## src/rtl/mm_cpu_core_if.sv

```systemverilog
// mm_cpu_core_if: instruction and data memory bus of mm_cpu_core.
interface mm_cpu_core_if #(parameter int DATA_W = 32, ADDR_W = 10, OP_W = 4);
  localparam int INSTR_W = OP_W + 3 * ADDR_W;
  logic [ADDR_W-1:0] imem_addr;
  logic [INSTR_W-1:0] imem_rdata;
  logic [ADDR_W-1:0] dmem_addr;
  logic [DATA_W-1:0] dmem_rdata;
  logic [DATA_W-1:0] dmem_wdata;
  logic dmem_we;
  modport master(output imem_addr, dmem_addr, dmem_wdata, dmem_we, input imem_rdata, dmem_rdata);
  modport slave(input imem_addr, dmem_addr, dmem_wdata, dmem_we, output imem_rdata, dmem_rdata);
endinterface

```

## src/rtl/mm_cpu_core.sv

```systemverilog
// mm_cpu_core: multi-cycle memory-to-memory CPU, instr = {op, A, B, C}, mem[C] = mem[A] op mem[B].
// Define MM_CPU_INSTRET_EN to build the retired-instruction counter.
module mm_cpu_core #(
  parameter int DATA_W = 32,
  parameter int ADDR_W = 10,
  parameter int OP_W = 4
) (
  input  logic clk,
  input  logic rst,
  input  logic run,
  mm_cpu_core_if.master bus,
  output logic halted,
  output logic [31:0] instret
);
  localparam int INSTR_W = OP_W + 3 * ADDR_W;
  typedef enum logic [2:0] {FETCH, DEC, RDA, WB, HALT} state_t;
  state_t state, nxt;
  logic [ADDR_W-1:0] pc, pc_inc, pc_nxt, a, b, c;
  logic [INSTR_W-1:0] ir, cur;
  logic [DATA_W-1:0] opa, rd, alu;
  logic [OP_W-1:0] op;
  logic is_jump, is_halt, is_beqz, is_alu, is_nop, zero;
  // In DEC the word arrives on the bus; later states work from the latched copy
  assign cur = state == DEC ? bus.imem_rdata : ir;
  assign op = cur[INSTR_W-1 -: OP_W];
  assign a = cur[3*ADDR_W-1 -: ADDR_W];
  assign b = cur[2*ADDR_W-1 -: ADDR_W];
  assign c = cur[ADDR_W-1:0];
  assign rd = bus.dmem_rdata;
  assign is_jump = op == OP_W'(3);
  assign is_beqz = op == OP_W'(6);
  assign is_halt = op == OP_W'(7);
  assign is_alu = op < OP_W'(3) || op == OP_W'(4) || op == OP_W'(5);
  assign is_nop = !(is_alu || is_jump || is_beqz || is_halt);
  assign zero = rd == '0;
  assign pc_inc = pc + ADDR_W'(1);
  assign alu = op == OP_W'(0) ? opa & rd :
               op == OP_W'(1) ? opa | rd :
               op == OP_W'(2) ? opa ^ rd :
               op == OP_W'(4) ? opa + rd : opa - rd;
  always_ff @(posedge clk or negedge rst)
    if (!rst) state <= FETCH;
    else state <= nxt;
  always_comb begin
    nxt = state;
    case (state)
      FETCH: nxt = run ? DEC : FETCH;
      DEC:   nxt = is_halt ? HALT : (is_jump || is_nop) ? FETCH : RDA;
      RDA:   nxt = is_beqz ? FETCH : WB;
      WB:    nxt = FETCH;
      default: nxt = HALT;
    endcase
  end
  assign pc_nxt = state == DEC && is_jump ? a :
                  state == RDA && is_beqz && zero ? b :
                  (state == DEC && is_nop) || (state == RDA && is_beqz) || state == WB ? pc_inc : pc;
  always_ff @(posedge clk or negedge rst)
    if (!rst) begin
      pc <= '0;
      ir <= '0;
      opa <= '0;
    end else begin
      pc <= pc_nxt;
      ir <= state == DEC ? bus.imem_rdata : ir;
      opa <= state == RDA ? rd : opa;
    end
  assign bus.imem_addr = pc;
  assign bus.dmem_we = state == WB;
  assign bus.dmem_addr = state == DEC ? a : state == RDA ? b : state == WB ? c : '0;
  assign bus.dmem_wdata = state == WB ? alu : '0;
  assign halted = state == HALT;
`ifdef MM_CPU_INSTRET_EN
  logic retire;
  assign retire = (state == DEC || state == RDA || state == WB) && (nxt == FETCH || nxt == HALT);
  always_ff @(posedge clk or negedge rst)
    if (!rst) instret <= '0;
    else instret <= retire ? instret + 32'd1 : instret;
`else
  assign instret = '0;
`endif
endmodule

```

## src/flat_wrapper.sv

```systemverilog
// flat-port wrapper written by rule: the top's interface ports become plain ports
module mm_cpu_core_flat 
#(
  parameter int DATA_W = 32,
  parameter int ADDR_W = 10,
  parameter int OP_W = 4
)
  (clk, rst, run, halted, instret, bus_imem_addr, bus_dmem_addr, bus_dmem_wdata, bus_dmem_we, bus_imem_rdata, bus_dmem_rdata);
  mm_cpu_core_if #(.DATA_W(DATA_W), .ADDR_W(ADDR_W), .OP_W(OP_W)) bus_i ();
  input  logic clk;
  input  logic rst;
  input  logic run;
  output logic halted;
  output logic [31:0] instret;
  output wire logic [$bits(bus_i.imem_addr)-1:0] bus_imem_addr;
  output wire logic [$bits(bus_i.dmem_addr)-1:0] bus_dmem_addr;
  output wire logic [$bits(bus_i.dmem_wdata)-1:0] bus_dmem_wdata;
  output wire logic [$bits(bus_i.dmem_we)-1:0] bus_dmem_we;
  input wire logic [$bits(bus_i.imem_rdata)-1:0] bus_imem_rdata;
  input wire logic [$bits(bus_i.dmem_rdata)-1:0] bus_dmem_rdata;
  assign bus_imem_addr = bus_i.imem_addr;
  assign bus_dmem_addr = bus_i.dmem_addr;
  assign bus_dmem_wdata = bus_i.dmem_wdata;
  assign bus_dmem_we = bus_i.dmem_we;
  assign bus_i.imem_rdata = bus_imem_rdata;
  assign bus_i.dmem_rdata = bus_dmem_rdata;
  mm_cpu_core #(.DATA_W(DATA_W), .ADDR_W(ADDR_W), .OP_W(OP_W)) u_core (.clk(clk), .rst(rst), .run(run), .bus(bus_i), .halted(halted), .instret(instret));
endmodule
```

## config.mk

```make
export PLATFORM = sky130hd
export DESIGN_NAME = mm_cpu_core_flat
export DESIGN_NICKNAME = d
export VERILOG_FILES = /design/src/rtl/mm_cpu_core_if.sv /design/src/rtl/mm_cpu_core.sv /design/src/flat_wrapper.sv
export SDC_FILE = /design/constraint.sdc
export NUM_CORES = 1
export LEC_CHECK = 0
export CORE_MARGIN = 8
export CORE_UTILIZATION = 30
export CTS_BUF_LIST = sky130_fd_sc_hd__clkbuf_4 sky130_fd_sc_hd__clkbuf_8
export CTS_CLUSTER_DIAMETER = 100
export CTS_CLUSTER_SIZE = 28
export DETAILED_ROUTE_END_ITERATION = 8
export PLACE_DENSITY_LB_ADDON = 0.08
export SLEW_MARGIN = 5
export SYNTH_ARGS = -nofsm -noshare
export SYNTH_HDL_FRONTEND = slang
export SYNTH_SLANG_ARGS = --single-unit
export TNS_END_PERCENT = 1
```

## constraint.sdc

```tcl
create_clock -name clk -period 5 [get_ports clk]
set_input_delay 0.5 -clock clk [delete_from_list [all_inputs] [get_ports clk]]
set_output_delay 0.5 -clock clk [all_outputs]
set_load 0.05 [all_outputs]
```

==> results.sh <==
export IMPL_status="complete, no violations"
export IMPL_grt_pass1_wl_um=48400
export IMPL_hold_path_class="input port to asynchronous set/reset pin"
export IMPL_p_sw_share_pct=51.0
export IMPL_critPathKind="input port to output pin"
export IMPL_rrSetupSlack_ns=2.30
export IMPL_power_density_nw_per_um2=650
export IMPL_initial_core_util_pct=30.2
export IMPL_via_per_inst=4.91
export IMPL_max_freq_mhz=201
export IMPL_crit_path_end="bus_dmem_wdata[31]"
export IMPL_ys_top_cells_by_area="dfrtp_1 (24%), ha_1 (16%), nand2_1 (8.8%), o21ai_0 (6.0%), xnor2_1 (4.6%)"
export IMPL_drtIter0Drc=422
export IMPL_rr_startpoint="u_core.state[2]$_DFF_PN0_"
export IMPL_coreArea_um2=27600
export IMPL_p_comb_share_pct=77.3
export IMPL_h_tree_depth=3
export IMPL_ios=155
export IMPL_dpl_hpwl_um=23800
export IMPL_antenna_found_initial=0
export IMPL_die_x_um=182
export IMPL_synthFlopType="dfrtp_1"
export IMPL_die_h_um=182
export IMPL_synth_yosys_seq_area_share_pct=23.8
export IMPL_io_buffers=122
export IMPL_placed_cell_area_um2=11300
export IMPL_ir_drop_v=0.000280
export IMPL_tightest_slew_ns=0.914
export IMPL_min_period_over_period_pct=99.4
export IMPL_arrival_ns=4.47
export IMPL_period_needed_ns=4.97
export IMPL_timing_critical_path_from="bus_dmem_rdata[3]"
export IMPL_cap_violations=0
export IMPL_start_kind="input port"
export IMPL_drv_slew=0
export IMPL_nets=1521
export IMPL_row_count=61
export IMPL_slew_headroom_pct=39.0
export IMPL_clkTransAtPathRegs_ns=0.12
export IMPL_final_cell_mix="nand2_1 (195), buf_4 (181), ha_1 (99), o21ai_0 (87), clkdlybuf4s50_1 (80)"
export IMPL_crit_required_ns=4.50
export IMPL_timing_hold_ws_ns=0.0877
export IMPL_r2r_end="u_core.bus.imem_addr[1]$_DFFE_PN0P_"
export IMPL_layout_commonest_cell="nand2_1"
export IMPL_clock_sinks=79
export IMPL_drtPass1Iterations=5
export IMPL_seq_area_um2=1980
export IMPL_leakage_nw=5.57
export IMPL_cts_inserted_buffers=9
export IMPL_synthToLayoutAreaGrowth_pct=44.5
export IMPL_ys_types=71
export IMPL_grt_max_degree=66
export IMPL_drtAntennaViolNets=0
export IMPL_yosys_area_top_type="dfrtp_1"
export IMPL_overflow=0
export IMPL_final_area_um2=12000
export IMPL_grt_usage_pct=18.4
export IMPL_p_int_w=0.00382
export IMPL_rsz0062_at_grt="true"
export IMPL_drive_gt1_share_pct=24.6
export IMPL_design_die_area_um2=33300
export IMPL_finClkSkew_ns=0.0216
export IMPL_wl_per_cell_um=17.9
export IMPL_syn_area_um2=8310
export IMPL_seqPwrFrac_pct=15.9
export IMPL_yosys_warnings=0
export IMPL_ys_seq_elements=79
export IMPL_async_reset_ff_share_pct=100
export IMPL_cts_tree="built"
export IMPL_route_vias_total=8491
export IMPL_yosys_area_top_type_share_pct=23.8
export IMPL_crit_path_max_fanout=6
export IMPL_multi_input_area_um2=6110
export IMPL_ctsRootBufferMaster="clkbuf_8"
export IMPL_grt_pass1_vias=8584
export IMPL_gp_congestion=0.895
export IMPL_diodes=0
export IMPL_clock_path_buffers=2
export IMPL_synth_edff_count=0
export IMPL_reg2regPathDepth=10
export IMPL_clockPowerShare_pct=6.8
export IMPL_n_fill_cell=2811
export IMPL_critPathCaptureType="output pin"
export IMPL_drcViolationCount=0
export IMPL_setup_viol=0
export IMPL_clock_latency_ns=0.39
export IMPL_postRouteWirelength_um=30900
export IMPL_hold_viol_final=0
export IMPL_syn_inst=1088
export IMPL_avgSynthCellArea_um2=7.64
export IMPL_power_switching_w=0.00398
critical path, cell delays in order:
cell,delay [ns]
dlygate4sd2_1,0.30
or4b_4,0.54
or4_4,0.51
nor3b_4,0.26
buf_6,0.13
nor2_1,0.04
xnor2_1,0.12
ha_1,0.29
a21o_1,0.21
a311oi_2,0.24
o311a_4,0.22
nor3_2,0.05
nor3_2,0.27
o21ai_1,0.11
xnor2_1,0.15
a221oi_2,0.24
buf_4,0.16
buf_12,0.13
cell usage after synthesis (all sizes together), types with 8 or more instances:
| cell | n |
|---|---|
| a221oi | 8 |
| o211ai | 13 |
| nor2 | 65 |
| nand2 | 195 |
| o22ai | 8 |
| a22oi | 11 |
| a21o | 17 |
| inv | 75 |
| a31oi | 19 |
| dfrtp | 79 |
| clkbuf | 55 |
| buf | 38 |
| xor2 | 18 |
| a21oi | 61 |
| nor3 | 12 |
| nand3 | 18 |
| xnor2 | 44 |
| nand4 | 8 |
| ha | 105 |
| o21ai | 101 |
| a211oi | 15 |
| mux2i | 13 |
| o31ai | 8 |
| mux2 | 12 |
cells by family (layout without fill, tap and decap cells):
logic type	after synthesis	in the layout	share of synthesized area [%]
DFF	79	79	23.8
other	1	32	0.0451
xor gates and xnor gates	62	62	6.53
buffers and inverters	168	400	9.15
adders and majority gates	106	106	16.0
AOI/OAI and AO/OA	301	301	22.7
muxes	25	25	3.19
and+or+nand+nor	346	346	18.6
registers in the layout, summed over array words and instances, names as in the netlist:
name / count
u_core.ir: 34
u_core.opa: 32
u_core.bus.imem_addr: 10
u_core.state: 3
metal layers:
metal | vias to the layer above | track usage, % | wire length (um) | part of all wire (%)
met5 | - | 0 | 0 | 0
met4 | 0 | 4.59 | 561 | 1.8
met3 | 33 | 2.80 | 1130 | 3.7
met2 | 168 | 30.9 | 14600 | 47
met1 | 4039 | 24.4 | 14500 | 47
li1 | 4251 | - | - | -
what timing repair did:
| item | in CTS | in global routing |
|---|---|---|
| resized for setup | 56 | 53 |
| setup buffers | 6 | 15 |
| hold buffers | 0 | 0 |
| setup endpoints to repair | 19 | 19 |
| pin swaps | 21 | 35 |
per-stage QoR:
step / total power [W] / TNS [ns] / cells / setup WS [ns] / utilization [%]
after floorplan: 0.00465 / -3.73 / 1119 / -0.435 / -
after global placement: 0.00685 / -8.03 / 1693 / -0.627 / 41.0
after detailed placement: 0.00686 / -8.92 / 1693 / -0.657 / 41.0
after CTS: 0.00762 / -1.44 / 1715 / -0.196 / 42.5
after global routing: 0.00851 / -1.66 / 1729 / -0.175 / 43.6
final: 0.00781 / 0 / 1729 / 0.0280 / 43.6
how the worst min path moves through the flow:
| stage | end | depth (start not counted) | slack (ns) | startpoint |
|---|---|---|---|---|
| floorplan | u_core.bus.imem_addr[0]$_DFFE_PN0P_ | 0 | 0.20 | rst |
| global placement | u_core.ir[24]$_DFF_PN0_ | 2 | 0.46 | u_core.ir[24]$_DFF_PN0_ |
| detailed placement | u_core.ir[9]$_DFF_PN0_ | 2 | 0.46 | u_core.ir[9]$_DFF_PN0_ |
| CTS | u_core.opa[17]$_DFFE_PN0P_ | 1 | 0.09 | rst |
| global route | u_core.opa[18]$_DFFE_PN0P_ | 1 | 0.12 | rst |
| finish | u_core.opa[17]$_DFFE_PN0P_ | 1 | 0.09 | rst |
area by class of cell:
| class | count | area share, % |
|---|---|---|
| sequential | 79 | 16.5 |
| tap | 378 | 3.94 |
| timing repair buffer | 309 | 24.7 |
| multi-input combinational | 872 | 50.9 |
| clock buffer | 9 | 1.03 |
| clock inverter | 7 | 0.604 |
| inverter | 75 | 2.34 |
power by group through the flow:
stage	combinational (W)	clock [W]	sequential, W
3_3_place_gp	0.00560	0	0.00124
4_1_cts	0.00583	0.000555	0.00123
6_report	0.00604	0.000532	0.00124
3_5_place_dp	0.00562	0	0.00124
2_1_floorplan	0.00337	0	0.00128
5_1_grt	0.00665	0.000582	0.00128
Power figures use the tool's default switching activity.
